### src/rtl/fifo_pkt_framer.sv
// Read-side packet framer: drains an async FIFO and emits header/payload/XOR-trailer
// packets on a valid/ready stream, with flush aborting the packet in progress.
module fifo_pkt_framer #(
  parameter int         DATASIZE = 32,
  parameter int         PKT_LEN  = 8,
  parameter logic [7:0] HDR_TAG  = 8'hA5
) (
  input  logic                clk_out,
  input  logic                rst,
  input  logic                empty,
  input  logic [DATASIZE-1:0] fifo_data,
  input  logic                flush,
  output logic                remove,
  output logic [DATASIZE-1:0] pkt_data,
  output logic                pkt_valid,
  input  logic                pkt_ready,
  output logic                pkt_sop,
  output logic                pkt_eop,
  output logic                pkt_err
);

  localparam int            CW  = 17;
  localparam logic [CW-1:0] LEN = CW'(PKT_LEN);

  typedef enum logic [1:0] {
    IDLE    = 2'd0,
    HDR     = 2'd1,
    PAYLOAD = 2'd2,
    TRAIL   = 2'd3
  } state_t;

  state_t state_q, state_d;

  // p1: word returning from the FIFO plus the two-entry skid buffer
  logic                vld_p1, vld_p1_d;
  logic [DATASIZE-1:0] skid0_p1, skid0_p1_d;
  logic [DATASIZE-1:0] skid1_p1, skid1_p1_d;
  logic [1:0]          skid_cnt_p1, skid_cnt_p1_d;

  // p2: presented output beat
  logic [DATASIZE-1:0] data_p2, data_p2_d;
  logic                vld_p2, vld_p2_d;
  logic                sop_p2, sop_p2_d;
  logic                eop_p2, eop_p2_d;
  logic                err_p2, err_p2_d;

  logic [CW-1:0]       req_cnt, req_cnt_d;
  logic [CW-1:0]       sent_cnt, sent_cnt_d;
  logic [DATASIZE-1:0] csum, csum_d;
  logic [7:0]          seq, seq_d;
  logic                abort_pend, abort_pend_d;

  logic xfer;
  logic out_free;
  logic abort;

  function automatic logic [DATASIZE-1:0] make_header(input logic [7:0] s);
    return {HDR_TAG, s, 16'(PKT_LEN)};
  endfunction

  assign xfer     = vld_p2 & pkt_ready;
  assign out_free = ~vld_p2 | pkt_ready;
  assign abort    = flush | abort_pend;

  assign pkt_data  = data_p2;
  assign pkt_valid = vld_p2;
  assign pkt_sop   = sop_p2;
  assign pkt_eop   = eop_p2;
  assign pkt_err   = err_p2;

  always_comb begin
    state_d       = state_q;
    vld_p1_d      = 1'b0;
    skid0_p1_d    = skid0_p1;
    skid1_p1_d    = skid1_p1;
    skid_cnt_p1_d = skid_cnt_p1;
    data_p2_d     = data_p2;
    vld_p2_d      = vld_p2;
    sop_p2_d      = sop_p2;
    eop_p2_d      = eop_p2;
    err_p2_d      = err_p2;
    req_cnt_d     = req_cnt;
    sent_cnt_d    = sent_cnt;
    csum_d        = csum;
    seq_d         = seq;
    abort_pend_d  = abort_pend;
    remove        = 1'b0;

    case (state_q)
      IDLE: begin
        if (!empty && !flush) begin
          state_d       = HDR;
          data_p2_d     = make_header(seq);
          vld_p2_d      = 1'b1;
          sop_p2_d      = 1'b1;
          eop_p2_d      = 1'b0;
          err_p2_d      = 1'b0;
          csum_d        = '0;
          req_cnt_d     = '0;
          sent_cnt_d    = '0;
          skid_cnt_p1_d = 2'd0;
          abort_pend_d  = 1'b0;
        end
      end

      HDR: begin
        if (flush) abort_pend_d = 1'b1;
        if (xfer) begin
          state_d  = PAYLOAD;
          vld_p2_d = 1'b0;
          sop_p2_d = 1'b0;
        end
      end

      PAYLOAD: begin
        if (xfer) begin
          csum_d     = csum ^ data_p2;
          sent_cnt_d = sent_cnt + CW'(1);
        end

        if (abort) begin
          // Buffered and in-flight words are dropped; only the presented beat survives.
          abort_pend_d  = 1'b1;
          skid_cnt_p1_d = 2'd0;
          if (out_free) begin
            state_d   = TRAIL;
            data_p2_d = csum_d;
            vld_p2_d  = 1'b1;
            sop_p2_d  = 1'b0;
            eop_p2_d  = 1'b1;
            err_p2_d  = 1'b1;
          end
        end else begin
          remove = !empty && (req_cnt < LEN) &&
                   (({1'b0, skid_cnt_p1} + {2'b00, vld_p1}) < 3'd2);
          if (remove) req_cnt_d = req_cnt + CW'(1);
          vld_p1_d = remove;

          if (xfer && (sent_cnt + CW'(1) == LEN)) begin
            state_d   = TRAIL;
            data_p2_d = csum_d;
            vld_p2_d  = 1'b1;
            sop_p2_d  = 1'b0;
            eop_p2_d  = 1'b1;
            err_p2_d  = 1'b0;
          end else if (out_free) begin
            // Skid head is older than the returning word, so it goes out first.
            sop_p2_d = 1'b0;
            eop_p2_d = 1'b0;
            err_p2_d = 1'b0;
            if (skid_cnt_p1 != 2'd0) begin
              data_p2_d     = skid0_p1;
              vld_p2_d      = 1'b1;
              skid0_p1_d    = skid1_p1;
              skid_cnt_p1_d = skid_cnt_p1 - 2'd1;
              if (vld_p1) begin
                if (skid_cnt_p1 == 2'd1) skid0_p1_d = fifo_data;
                else                     skid1_p1_d = fifo_data;
                skid_cnt_p1_d = skid_cnt_p1;
              end
            end else if (vld_p1) begin
              data_p2_d = fifo_data;
              vld_p2_d  = 1'b1;
            end else begin
              vld_p2_d = 1'b0;
            end
          end else if (vld_p1) begin
            if (skid_cnt_p1 == 2'd0) skid0_p1_d = fifo_data;
            else                     skid1_p1_d = fifo_data;
            skid_cnt_p1_d = skid_cnt_p1 + 2'd1;
          end
        end
      end

      TRAIL: begin
        if (xfer) begin
          state_d      = IDLE;
          vld_p2_d     = 1'b0;
          eop_p2_d     = 1'b0;
          err_p2_d     = 1'b0;
          seq_d        = seq + 8'd1;
          abort_pend_d = 1'b0;
        end
      end

      default: state_d = IDLE;
    endcase
  end

  always_ff @(posedge clk_out or negedge rst) begin
    if (!rst) begin
      state_q     <= IDLE;
      vld_p1      <= 1'b0;
      skid_cnt_p1 <= 2'd0;
      data_p2     <= '0;
      vld_p2      <= 1'b0;
      sop_p2      <= 1'b0;
      eop_p2      <= 1'b0;
      err_p2      <= 1'b0;
      req_cnt     <= '0;
      sent_cnt    <= '0;
      csum        <= '0;
      seq         <= 8'd0;
      abort_pend  <= 1'b0;
    end else begin
      state_q     <= state_d;
      vld_p1      <= vld_p1_d;
      skid_cnt_p1 <= skid_cnt_p1_d;
      data_p2     <= data_p2_d;
      vld_p2      <= vld_p2_d;
      sop_p2      <= sop_p2_d;
      eop_p2      <= eop_p2_d;
      err_p2      <= err_p2_d;
      req_cnt     <= req_cnt_d;
      sent_cnt    <= sent_cnt_d;
      csum        <= csum_d;
      seq         <= seq_d;
      abort_pend  <= abort_pend_d;
    end
  end

  always_ff @(posedge clk_out) begin
    skid0_p1 <= skid0_p1_d;
    skid1_p1 <= skid1_p1_d;
  end

endmodule

### config.mk
export PLATFORM = sky130hd
export DESIGN_NAME = fifo_pkt_framer
export DESIGN_NICKNAME = d
export VERILOG_FILES = /design/src/rtl/fifo_pkt_framer.sv
export SDC_FILE = /design/constraint.sdc
export NUM_CORES = 1
export LEC_CHECK = 0
export CAP_MARGIN = 20
export CORE_ASPECT_RATIO = 1.25
export CORE_UTILIZATION = 45
export CTS_BUF_LIST = sky130_fd_sc_hd__clkbuf_8
export DETAILED_ROUTE_END_ITERATION = 8
export SYNTH_ARGS = -nofsm -noshare
export SYNTH_HDL_FRONTEND = slang
export SYNTH_SLANG_ARGS = --single-unit
### constraint.sdc
create_clock -name clk_out -period 4.4 [get_ports clk_out]
set_input_delay 0.88 -clock clk_out [delete_from_list [all_inputs] [get_ports clk_out]]
set_output_delay 0.88 -clock clk_out [all_outputs]
set_load 0.01 [all_outputs]
==> results_dict.tcl <==
set metrics [dict create \
    cp-startpoint "flush" \
    min_from "seq[7]$_DFFE_PN0P_" \
    die-area_sq_mm 0.0205 \
    post_cts_resized 0 \
    hold_viol_final 0 \
    wl_um 21800 \
    grt_usage 0.224 \
    critPathMaxStageDelay_ps 600 \
    path_cells "clkdlybuf4s50_1 > nor2_1 > buf_4 > nand2_1 > nor2_1 > clkdlybuf4s50_1" \
    clkLatencyLatePin_ps 470 \
    ys.flop_type "dfrtp_1" \
    first_global_vias 6741 \
    clkTransAtPathRegs_ps 100 \
    antenna_found_initial 0 \
    r2r_end "skid0_p1[30]$_DFFE_PP_" \
    fp.dieH_um 160 \
    cp_slowest_cell "clkdlybuf4s50_1" \
    grt_util_met2 0.386 \
    critPathKind "in -> out" \
    num-nets-final 923 \
    grt_max_degree 70 \
    n_antenna_cell 0 \
    drc 0 \
    ir_drop_mv 0.195 \
    io_pins 74 \
    finalCriticalPeriod_ps 3710 \
    dp.cells 1121 \
    clock_path_buffers 2 \
    ctsHoldBuffers 0 \
    fill_cells 1693 \
    async_reset_ff_frac 0.644 \
    max_cap_viol_count 0 \
    hold_path_end "seq[7]$_DFFE_PN0P_" \
    cts-buffers-inserted 17 \
    cts_sinks 180 \
    yosys_warnings 0 \
    final.period_utilization 0.844 \
    worstPathArrival_ps 2830 \
    whs_path_depth 1 \
    slew_violations 0 \
    rrSetupSlack_ps 840 \
    r2r_start "sent_cnt[0]$_DFFE_PN0P_" \
    worst_slew_pin_slew_ps 930 \
    ant_nets 0 \
    drtIter0Drc 517 \
    cts_root_buffer "clkbuf_8" \
    status "completed" \
    netlist_instances 812 \
    grt_busiest_layer "met2" \
    first_pass_iters 5 \
    setup.worst_path.start_class "primary input" \
    cts_setup_buffers 0 \
    grt_overflow_total 0 \
    r2r_cells 9 \
    die_w_um 128 \
    via_count 6687 \
    cts_tree "yes" \
    drive_gt1_frac 0.136 \
    synth_seq_area_share 0.539 \
    worst_setup_path_end_kind "primary output" \
    fp-row-count 57 \
    final_util 0.534 \
    globalplace.congestion 0.819 \
    critPathRequiredTime_ps 3520 \
    synthDistinctLibCells 58 \
    stdcell_count 1154 \
    area_delta_synth_final_pct 16.2 \
    power.density_mw_per_mm2 295 \
    fin_skew_ps 15.5 \
    setup_tns_ps 0 \
    max_clock_freq_mhz 269 \
    syn_area_sq_mm 0.00895 \
    wl_per_cell_um 18.9 \
    port-buffer-count 73 \
    groute.layer.met3.usage 0.0369 \
    h-tree-depth 4 \
    power_leakage_nw 3.99 \
    dp_hpwl_um 14000 \
    start_util 0.460 \
    synth_edf_count 64 \
    synth_area_per_cell_sq_um 11.0 \
    grt_setup_unrepaired "no" \
    worstPathMaxFanout 8 \
    vias_per_cell 5.79 \
    use_met1 0.286 \
    finalSetupViolCount 0 \
    hold_class "reg -> reg" \
    grt_pass1_wl_um 35600 \
    syn-num-nets 859 \
    core_area_sq_mm 0.0195 \
    max-slew-margin-rel 0.380 \
    synth-seq-cells 180 \
]
cell type report:
class | count | area (sq um) | area share
Timing Repair Buffer | 88 | 873 | 0.0840
Sequential cell | 180 | 4820 | 0.464
Tap cell | 265 | 332 | 0.0319
Clock inverter | 15 | 206 | 0.0198
Multi-Input combinational cell | 579 | 3890 | 0.374
Clock buffer | 17 | 234 | 0.0225
Inverter | 10 | 37.5 | 0.00361
cells in the mapped netlist, types with 4 or more instances:
| cell type | count | share of area |
|---|---|---|
| a22o_1 | 6 | 0.0059 |
| nor4_1 | 8 | 0.0056 |
| o22ai_1 | 9 | 0.0063 |
| nand4_1 | 13 | 0.0091 |
| o21ai_0 | 70 | 0.039 |
| and4_1 | 4 | 0.0039 |
| o311a_1 | 4 | 0.0045 |
| o211ai_1 | 8 | 0.0067 |
| dfrtp_1 | 116 | 0.32 |
| a31oi_1 | 8 | 0.0056 |
| clkbuf_1 | 23 | 0.0096 |
| or2_2 | 4 | 0.0028 |
| o22a_1 | 5 | 0.0049 |
| nand2_1 | 109 | 0.046 |
| a211oi_1 | 4 | 0.0034 |
| ha_1 | 10 | 0.014 |
| o31ai_1 | 12 | 0.010 |
| buf_4 | 4 | 0.0034 |
| and3_1 | 8 | 0.0056 |
| xor2_1 | 10 | 0.0098 |
| mux2i_1 | 39 | 0.044 |
| a21oi_1 | 39 | 0.022 |
| and2_1 | 4 | 0.0028 |
| buf_1 | 8 | 0.0034 |
| edfxtp_1 | 64 | 0.21 |
| a22oi_1 | 18 | 0.015 |
| nor2b_1 | 6 | 0.0042 |
| buf_2 | 4 | 0.0022 |
| nor2_1 | 40 | 0.017 |
| or3_1 | 6 | 0.0042 |
| mux2_2 | 53 | 0.067 |
| inv_1 | 10 | 0.0042 |
| xnor2_1 | 28 | 0.027 |
| buf_6 | 4 | 0.0050 |
| nand3_1 | 21 | 0.012 |
worst max-delay path by stage:
stage | endpoint | slack, ps | depth (start not counted)
finish | remove | 690 | 6
global route | remove | 590 | 6
CTS | skid0_p1[9]$_DFFE_PP_ | 550 | 8
detailed placement | skid0_p1[4]$_DFFE_PP_ | 530 | 8
global placement | skid0_p1[0]$_DFFE_PP_ | 560 | 8
floorplan | skid0_p1[0]$_DFFE_PP_ | 970 | 9
cells by family (layout without fill, tap and decap cells):
kind of cell,count (synthesis),in the layout,synth area share
AOI/OAI and AO/OA,206,206,0.150
buffers and inverters,53,130,0.0278
and+or+nand+nor,232,232,0.120
muxes,93,93,0.112
adders and majority gates,10,10,0.0140
xor gates and xnor gates,38,38,0.0372
DFF,180,180,0.539
metrics by stage:
step | total power [mW] | hold WS, ps | worst slack, ps | instance area [sq um]
6_report | 3.07 | 500 | 688 | 10400
5_1_grt | 3.17 | 529 | 586 | 10400
4_1_cts | 3.10 | 503 | 551 | 10400
3_3_place_gp | 1.84 | 477 | 557 | 9930
3_5_place_dp | 1.84 | 482 | 528 | 9930
2_1_floorplan | 1.77 | 446 | 967 | 8950
layout by cell type (no fill, tap or decap), types with 4 or more instances in the layout:
| cell | count |
|---|---|
| a211oi_1 | 4 |
| o211ai_1 | 8 |
| nor2_1 | 40 |
| nand3_1 | 21 |
| a22oi_1 | 18 |
| a22o_1 | 6 |
| and3_1 | 8 |
| and4_1 | 4 |
| o22ai_1 | 9 |
| nor4_1 | 8 |
| o31ai_1 | 12 |
| ha_1 | 9 |
| dfrtp_1 | 116 |
| mux2i_1 | 38 |
| or3_1 | 6 |
| xor2_1 | 10 |
| or2_2 | 4 |
| a31oi_1 | 8 |
| mux2_2 | 53 |
| o22a_1 | 5 |
| nor2b_1 | 6 |
| edfxtp_1 | 64 |
| nand2_1 | 109 |
| clkdlybuf4s50_1 | 72 |
| inv_1 | 10 |
| xnor2_1 | 28 |
| inv_6 | 6 |
| o21ai_0 | 70 |
| o311a_1 | 4 |
| buf_4 | 14 |
| nand4_1 | 13 |
| clkbuf_8 | 17 |
| a21oi_1 | 39 |
critical path: cells and delay by family:
family	cells	cell delay, ps
AND/OR/NAND/NOR	3	670
buffers and inverters	3	1280
sequential cells by signal (all words and copies together) (netlist names), 2 cells and up:
| name | count |
|---|---|
| csum | 32 |
| pkt_data | 32 |
| skid0_p1 | 32 |
| skid1_p1 | 32 |
| req_cnt | 17 |
| sent_cnt | 17 |
| seq | 8 |
| skid_cnt_p1 | 2 |
| state_q | 2 |
per-layer routing:
layer	wire, um	part of all wire	vias to the layer above
met2	11200	0.51	135
li1	-	-	3121
met1	9520	0.44	3407
met5	0	0	-
met4	353	0.016	0
met3	712	0.033	24
power by group:
| part | switching [mW] | internal [mW] | total (mW) |
|---|---|---|---|
| registers | 0.00131 | 1.73 | 1.73 |
| clock network | 0.675 | 0.589 | 1.26 |
| logic | 0.0392 | 0.0332 | 0.0724 |
| total | 0.716 | 2.35 | 3.07 |
Note: power is estimated with default switching activity, not from simulation.
